==> src/rtl/dmem_pkg.sv <==
// dmem_pkg: access type codes, arbiter states and access legality for dmem_arbiter.
package dmem_pkg;

   localparam logic [2:0] LB  = 3'b000;
   localparam logic [2:0] LH  = 3'b001;
   localparam logic [2:0] LW  = 3'b010;
   localparam logic [2:0] LBU = 3'b100;
   localparam logic [2:0] LHU = 3'b101;
   localparam logic [2:0] SB  = 3'b000;
   localparam logic [2:0] SH  = 3'b001;
   localparam logic [2:0] SW  = 3'b010;

   typedef enum logic [1:0] {IDLE, LOCK0, LOCK1} arb_state_t;

   // Halfword codes share low bits 01, so one alignment term covers LH, LHU and SH.
   function automatic logic is_legal(input logic we, input logic [2:0] t, input logic [1:0] a);
      logic type_ok;
      type_ok = we ? (t == SB || t == SH || t == SW)
                   : (t == LB || t == LH || t == LW || t == LBU || t == LHU);
      return type_ok && !(t[1:0] == 2'b01 && a[0]) && !(t == LW && a != 2'b00);
   endfunction

endpackage

==> src/rtl/dmem_arbiter_rr2.sv <==
// arb_rr2: two-way picker, round-robin or fixed m0 priority; a forced turn
// makes the next arbitration follow the pointer even under fixed priority.
module arb_rr2 #(
   parameter int FIXED_PRIO = 0
) (
   input  logic       clk,
   input  logic       rst_n,
   input  logic [1:0] req_i,
   input  logic       upd_i,
   input  logic       upd_idx_i,
   input  logic       force_i,
   output logic [1:0] gnt_o
);

   logic ptr_q, ptr_d, forced_q, forced_d, pri1;

   assign pri1     = (FIXED_PRIO != 0 && !forced_q) ? 1'b0 : ptr_q;
   assign gnt_o    = {req_i[1] & (~req_i[0] | pri1), req_i[0] & (~req_i[1] | ~pri1)};
   assign ptr_d    = upd_i ? ~upd_idx_i : ptr_q;
   assign forced_d = force_i | (forced_q & ~upd_i);

   always_ff @(posedge clk or negedge rst_n)
      if (!rst_n) begin
         ptr_q    <= 1'b0;
         forced_q <= 1'b0;
      end else begin
         ptr_q    <= ptr_d;
         forced_q <= forced_d;
      end

endmodule

==> src/rtl/dmem_arbiter.sv <==
// dmem_arbiter: shares the single-port data memory between m0 and m1 with
// same-cycle grant, registered one-cycle responses and a bounded ownership lock.
module dmem_arbiter
   import dmem_pkg::*;
#(
   parameter int FIXED_PRIO = 0,
   parameter int LOCK_MAX   = 8
) (
   input  logic        clk,
   input  logic        rst_n,
   input  logic        m0_req_i,
   input  logic        m1_req_i,
   input  logic        m0_we_i,
   input  logic        m1_we_i,
   input  logic [2:0]  m0_type_i,
   input  logic [2:0]  m1_type_i,
   input  logic [31:0] m0_addr_i,
   input  logic [31:0] m1_addr_i,
   input  logic [31:0] m0_wdata_i,
   input  logic [31:0] m1_wdata_i,
   input  logic        m0_lock_i,
   input  logic        m1_lock_i,
   output logic        m0_gnt_o,
   output logic        m1_gnt_o,
   output logic        m0_rvalid_o,
   output logic        m1_rvalid_o,
   output logic [31:0] m0_rdata_o,
   output logic [31:0] m1_rdata_o,
   output logic        m0_err_o,
   output logic        m1_err_o,
   output logic        d_wr_en_o,
   output logic [2:0]  store_type_o,
   output logic [2:0]  load_type_o,
   output logic [31:0] dAddr_o,
   output logic [31:0] dWdata_o,
   input  logic [31:0] dRdata_i
);

   localparam logic [7:0] LMAX = 8'(LOCK_MAX);

   arb_state_t  state_q;
   logic [7:0]  lock_cnt_q, lock_cnt_d;
   logic [1:0]  req, pick, gnt, rvalid_q, err_q;
   logic [31:0] rdata_q [2];
   logic        act, w, w_we, w_lock, legal, expire, own_idle;
   logic [2:0]  w_type;
   logic [31:0] w_addr, w_wdata;

   assign req = {m1_req_i, m0_req_i};
   assign gnt = !rst_n            ? 2'b00 :
                state_q == IDLE   ? pick :
                state_q == LOCK0  ? {1'b0, req[0]} : {req[1], 1'b0};
   assign act     = |gnt;
   assign w       = gnt[1];
   assign w_we    = w ? m1_we_i    : m0_we_i;
   assign w_type  = w ? m1_type_i  : m0_type_i;
   assign w_addr  = w ? m1_addr_i  : m0_addr_i;
   assign w_wdata = w ? m1_wdata_i : m0_wdata_i;
   assign w_lock  = w ? m1_lock_i  : m0_lock_i;
   assign legal   = is_legal(w_we, w_type, w_addr[1:0]);

   // Beat count including the current beat; entry from IDLE is beat 1.
   assign lock_cnt_d = state_q == IDLE     ? 8'd1 :
                       lock_cnt_q == 8'hFF ? 8'hFF : lock_cnt_q + 8'd1;
   assign expire   = act & w_lock & (lock_cnt_d >= LMAX);
   assign own_idle = state_q == LOCK1 ? ~m1_req_i & ~m1_lock_i : ~m0_req_i & ~m0_lock_i;

   arb_rr2 #(.FIXED_PRIO(FIXED_PRIO)) u_rr (
      .clk       (clk),
      .rst_n     (rst_n),
      .req_i     (req),
      .upd_i     (act),
      .upd_idx_i (w),
      .force_i   (expire),
      .gnt_o     (pick)
   );

   assign m0_gnt_o     = gnt[0];
   assign m1_gnt_o     = gnt[1];
   assign d_wr_en_o    = act & w_we & legal;
   assign store_type_o = act &  w_we ? w_type : 3'b000;
   assign load_type_o  = act & ~w_we ? w_type : 3'b000;
   assign dAddr_o      = act ? w_addr  : '0;
   assign dWdata_o     = act ? w_wdata : '0;
   assign m0_rvalid_o  = rvalid_q[0];
   assign m1_rvalid_o  = rvalid_q[1];
   assign m0_err_o     = err_q[0];
   assign m1_err_o     = err_q[1];
   assign m0_rdata_o   = rdata_q[0];
   assign m1_rdata_o   = rdata_q[1];

   always_ff @(posedge clk or negedge rst_n)
      if (!rst_n) begin
         state_q    <= IDLE;
         lock_cnt_q <= '0;
         rvalid_q   <= '0;
         err_q      <= '0;
         rdata_q[0] <= '0;
         rdata_q[1] <= '0;
      end else begin
         rvalid_q   <= gnt;
         err_q      <= gnt & {2{~legal}};
         rdata_q[0] <= (gnt[0] & legal & ~w_we) ? dRdata_i : '0;
         rdata_q[1] <= (gnt[1] & legal & ~w_we) ? dRdata_i : '0;
         if (act && w_lock && !expire) begin
            state_q    <= w ? LOCK1 : LOCK0;
            lock_cnt_q <= lock_cnt_d;
         end else if (state_q != IDLE && (act || own_idle)) begin
            state_q    <= IDLE;
            lock_cnt_q <= '0;
         end
      end

endmodule

==> config.mk <==
export PLATFORM = sky130hd
export DESIGN_NAME = dmem_arbiter
export DESIGN_NICKNAME = d
export VERILOG_FILES = /design/src/rtl/dmem_pkg.sv /design/src/rtl/dmem_arbiter_rr2.sv /design/src/rtl/dmem_arbiter.sv
export SDC_FILE = /design/constraint.sdc
export NUM_CORES = 1
export LEC_CHECK = 0
export ABC_AREA = 1
export BUFFER_PORTS_ARGS = -buffer_cell sky130_fd_sc_hd__buf_2
export CORE_AREA = 2 2 122 124
export DETAILED_ROUTE_END_ITERATION = 10
export DIE_AREA = 0 0 124 126
export PLACE_DENSITY = 0.7
export SLEW_MARGIN = 20
export SYNTH_ARGS = -nofsm -noshare
export SYNTH_HDL_FRONTEND = slang
export SYNTH_HIERARCHICAL = 1
export SYNTH_SLANG_ARGS = --single-unit
==> constraint.sdc <==
create_clock -name clk -period 4 [get_ports clk]
set_input_delay 0.4 -clock clk [delete_from_list [all_inputs] [get_ports clk]]
set_output_delay 0.4 -clock clk [all_outputs]
set_load 0.05 [all_outputs]
==> results.sh <==
export IMPL_vias=4353
export IMPL_initial_core_util=0.277
export IMPL_synthCells=520
export IMPL_wl_mm=14.1
export IMPL_path_cells="inv_1 > a21oi_1 > nand2_2 > nand2_4 > nand2_8 > inv_2 > buf_4 > nand2_1 > nand2_1 > buf_2"
export IMPL_die_y_microns=126
export IMPL_drv_cap=0
export IMPL_reg2reg_from="u_rr/pri1"
export IMPL_cts_tree="yes"
export IMPL_fill_cells=1523
export IMPL_cts_sinks=79
export IMPL_overflow=0
export IMPL_hpwl_mm=11.0
export IMPL_synthesis_area_per_instance_sq_um=7.63
export IMPL_p_leak_nw=3.88
export IMPL_seq_power_share=0.287
export IMPL_comb_power_share=0.444
export IMPL_gr_usage_all_layers=0.178
export IMPL_drc=0
export IMPL_synth_nets=695
export IMPL_setup_violations=0
export IMPL_ant_nets=0
export IMPL_sw_frac_of_total=0.461
export IMPL_holdWs_ps=295
export IMPL_cts_setup_buffers=0
export IMPL_wire_per_inst_microns=13.9
export IMPL_finish_net_count=996
export IMPL_end_kind="primary output"
export IMPL_fin_setup_tns_ps=0
export IMPL_clockBufferDepth=2
export IMPL_hold_viol=0
export IMPL_drive_gt1_frac=0.439
export IMPL_ios=315
export IMPL_p_sw_mw=1.42
export IMPL_slew_headroom=0.353
export IMPL_io_buffer_count=314
export IMPL_dieArea_sq_mm=0.0156
export IMPL_grt_max_degree=83
export IMPL_critPathArrivalTime_ps=2620
export IMPL_core_area_sq_mm=0.0143
export IMPL_power_frac_clock=0.269
export IMPL_rows=44
export IMPL_clk_latency_ps=340
export IMPL_finalMaxSlewViolations=0
export IMPL_hp_start="dRdata_i[19]"
export IMPL_crit_required_ps=3600
export IMPL_antenna_found_initial=3
export IMPL_irDropWorstVdd_v=0.000172
export IMPL_powerDensity_mw_per_mm2=518
export IMPL_worst_setup_path_start_kind="flip-flop"
export IMPL_min_path_type="in2reg"
export IMPL_tightest_slew_ps=971
export IMPL_crit_path_start="u_rr/pri1"
export IMPL_ff2ff_setup_slack_ps=1470
export IMPL_cp_max_fo=82
export IMPL_skew_ps=6.37
export IMPL_grt_pass1_vias=4181
export IMPL_rsz0062_at_grt="no"
export IMPL_worstSetupPathType="reg2out"
export IMPL_critPathMaxStageDelay_ps=410
export IMPL_grt_pass1_wl_mm=21.2
export IMPL_cts_buffers=9
export IMPL_clk_pin_slew_ps=60
export IMPL_crit_slowest_cell="dfrtp_1"
export IMPL_die_w_microns=124
export IMPL_area_growth_pct=50.1
export IMPL_timing_fmax_ghz=0.331
export IMPL_worst_path_buf_inv=4
export IMPL_ctsHoldBuffers=0
export IMPL_cts_resized=0
export IMPL_htreeDepth=3
export IMPL_synth_area_sq_mm=0.00397
export IMPL_drt_iter0_drc=176
export IMPL_gp_congestion=0.836
export IMPL_vias_per_cell=4.29
export IMPL_crit_top_cell="nand2_1"
export IMPL_crit_family="buffers and inverters"
export IMPL_status="finished, final reports clean"
export IMPL_intPower_mw=1.66
export IMPL_period_share=0.756
export IMPL_yosysWarnings=6
export IMPL_firstDrtPassIters=6
export IMPL_clock_root_buffer="clkbuf_16"
export IMPL_min_period_ps=3020
export IMPL_finalPower_mw=3.09
==> power groups by stage <==
stage / combinational [mW] / sequential, mW / clock (mW)
2_1_floorplan: 0.875 / 1.05 / 0
3_3_place_gp: 1.37 / 0.899 / 0
3_5_place_dp: 1.38 / 0.901 / 0
4_1_cts: 1.38 / 0.887 / 0.841
5_1_grt: 1.48 / 0.895 / 0.876
6_report: 1.37 / 0.887 / 0.828
==> worst paths after layout <==
| check | endpoint | cells after the start |
|---|---|---|
| worst min-delay path | m0_rdata_o[19] | 3 |
| min in group asynchronous | m1_rdata_o[19] | 2 |
| worst min register to register | lock_cnt_q[5] | 2 |
| worst max-delay path | dWdata_o[8] | 10 |
| worst max register to register | lock_cnt_q[7] | 9 |
| max in group asynchronous | m1_rdata_o[8] | 2 |
==> registers in the layout (all words and copies together) (netlist names) <==
signal and cells:
lock_cnt_q 8, err_q 2, m1_rdata_o 32, u_rr/pri1 1, rvalid_q 2, m0_rdata_o 32
state_q 2
==> worst register-to-register path, cell delays in order (launching register included) <==
cell	delay, ps
dfrtp_1	420
a21boi_0	190
nand2_1	120
a21oi_4	420
buf_4	520
nand3_1	170
o21ai_2	100
nand2_1	200
nand2_1	210
nor2_1	60
==> stage by stage <==
| step | area (sq um) | util | setup slack (ps) | std cells |
|---|---|---|---|---|
| 2_1_floorplan | 3970 | - | 1480 | 520 |
| 3_3_place_gp | 5630 | 0.393 | 1250 | 994 |
| 3_5_place_dp | 5630 | 0.393 | 1220 | 994 |
| 4_1_cts | 5940 | 0.415 | 943 | 1010 |
| 5_1_grt | 5940 | 0.415 | 698 | 1010 |
| 6_report | 5950 | 0.416 | 977 | 1015 |
==> per-layer routing <==
layer	routed length (microns)	vias to the layer above	GRT usage
met1	5860	1920	0.219
met3	1360	15	0.0503
met4	196	0	0.0542
li1	-	2201	-
met5	0	-	0
met2	6670	217	0.300
==> layout by cell type (no fill, tap or decap) <==
master,count
a21boi_0,1
a21oi_1,1
a21oi_4,1
buf_2,313
buf_4,5
bufinv_16,1
clkbuf_16,9
clkbuf_8,1
clkinv_2,1
clkinvlp_4,2
dfrtp_1,79
diode_2,5
ha_1,1
inv_1,58
inv_2,1
inv_6,2
nand2_1,159
nand2_2,4
nand2_4,2
nand2_8,1
nand3_1,72
nand3_2,1
nand3_4,2
nand3b_1,2
nand4_1,2
nor2_1,75
nor2_2,14
nor3_1,2
o21ai_0,10
o21ai_1,1
o21ai_2,3
==> final cells by class <==
| class | instances | area [sq um] | share of cell area |
|---|---|---|---|
| Sequential cell | 79 | 1980 | 0.332 |
| Timing Repair Buffer | 318 | 1600 | 0.270 |
| Multi-Input combinational cell | 354 | 1600 | 0.269 |
| Clock buffer | 10 | 239 | 0.0402 |
| Tap cell | 184 | 230 | 0.0387 |
| Inverter | 59 | 221 | 0.0372 |
| Clock inverter | 6 | 67.6 | 0.0114 |
| Antenna cell | 5 | 12.5 | 0.00210 |
Note: power is estimated with default switching activity, not from simulation.
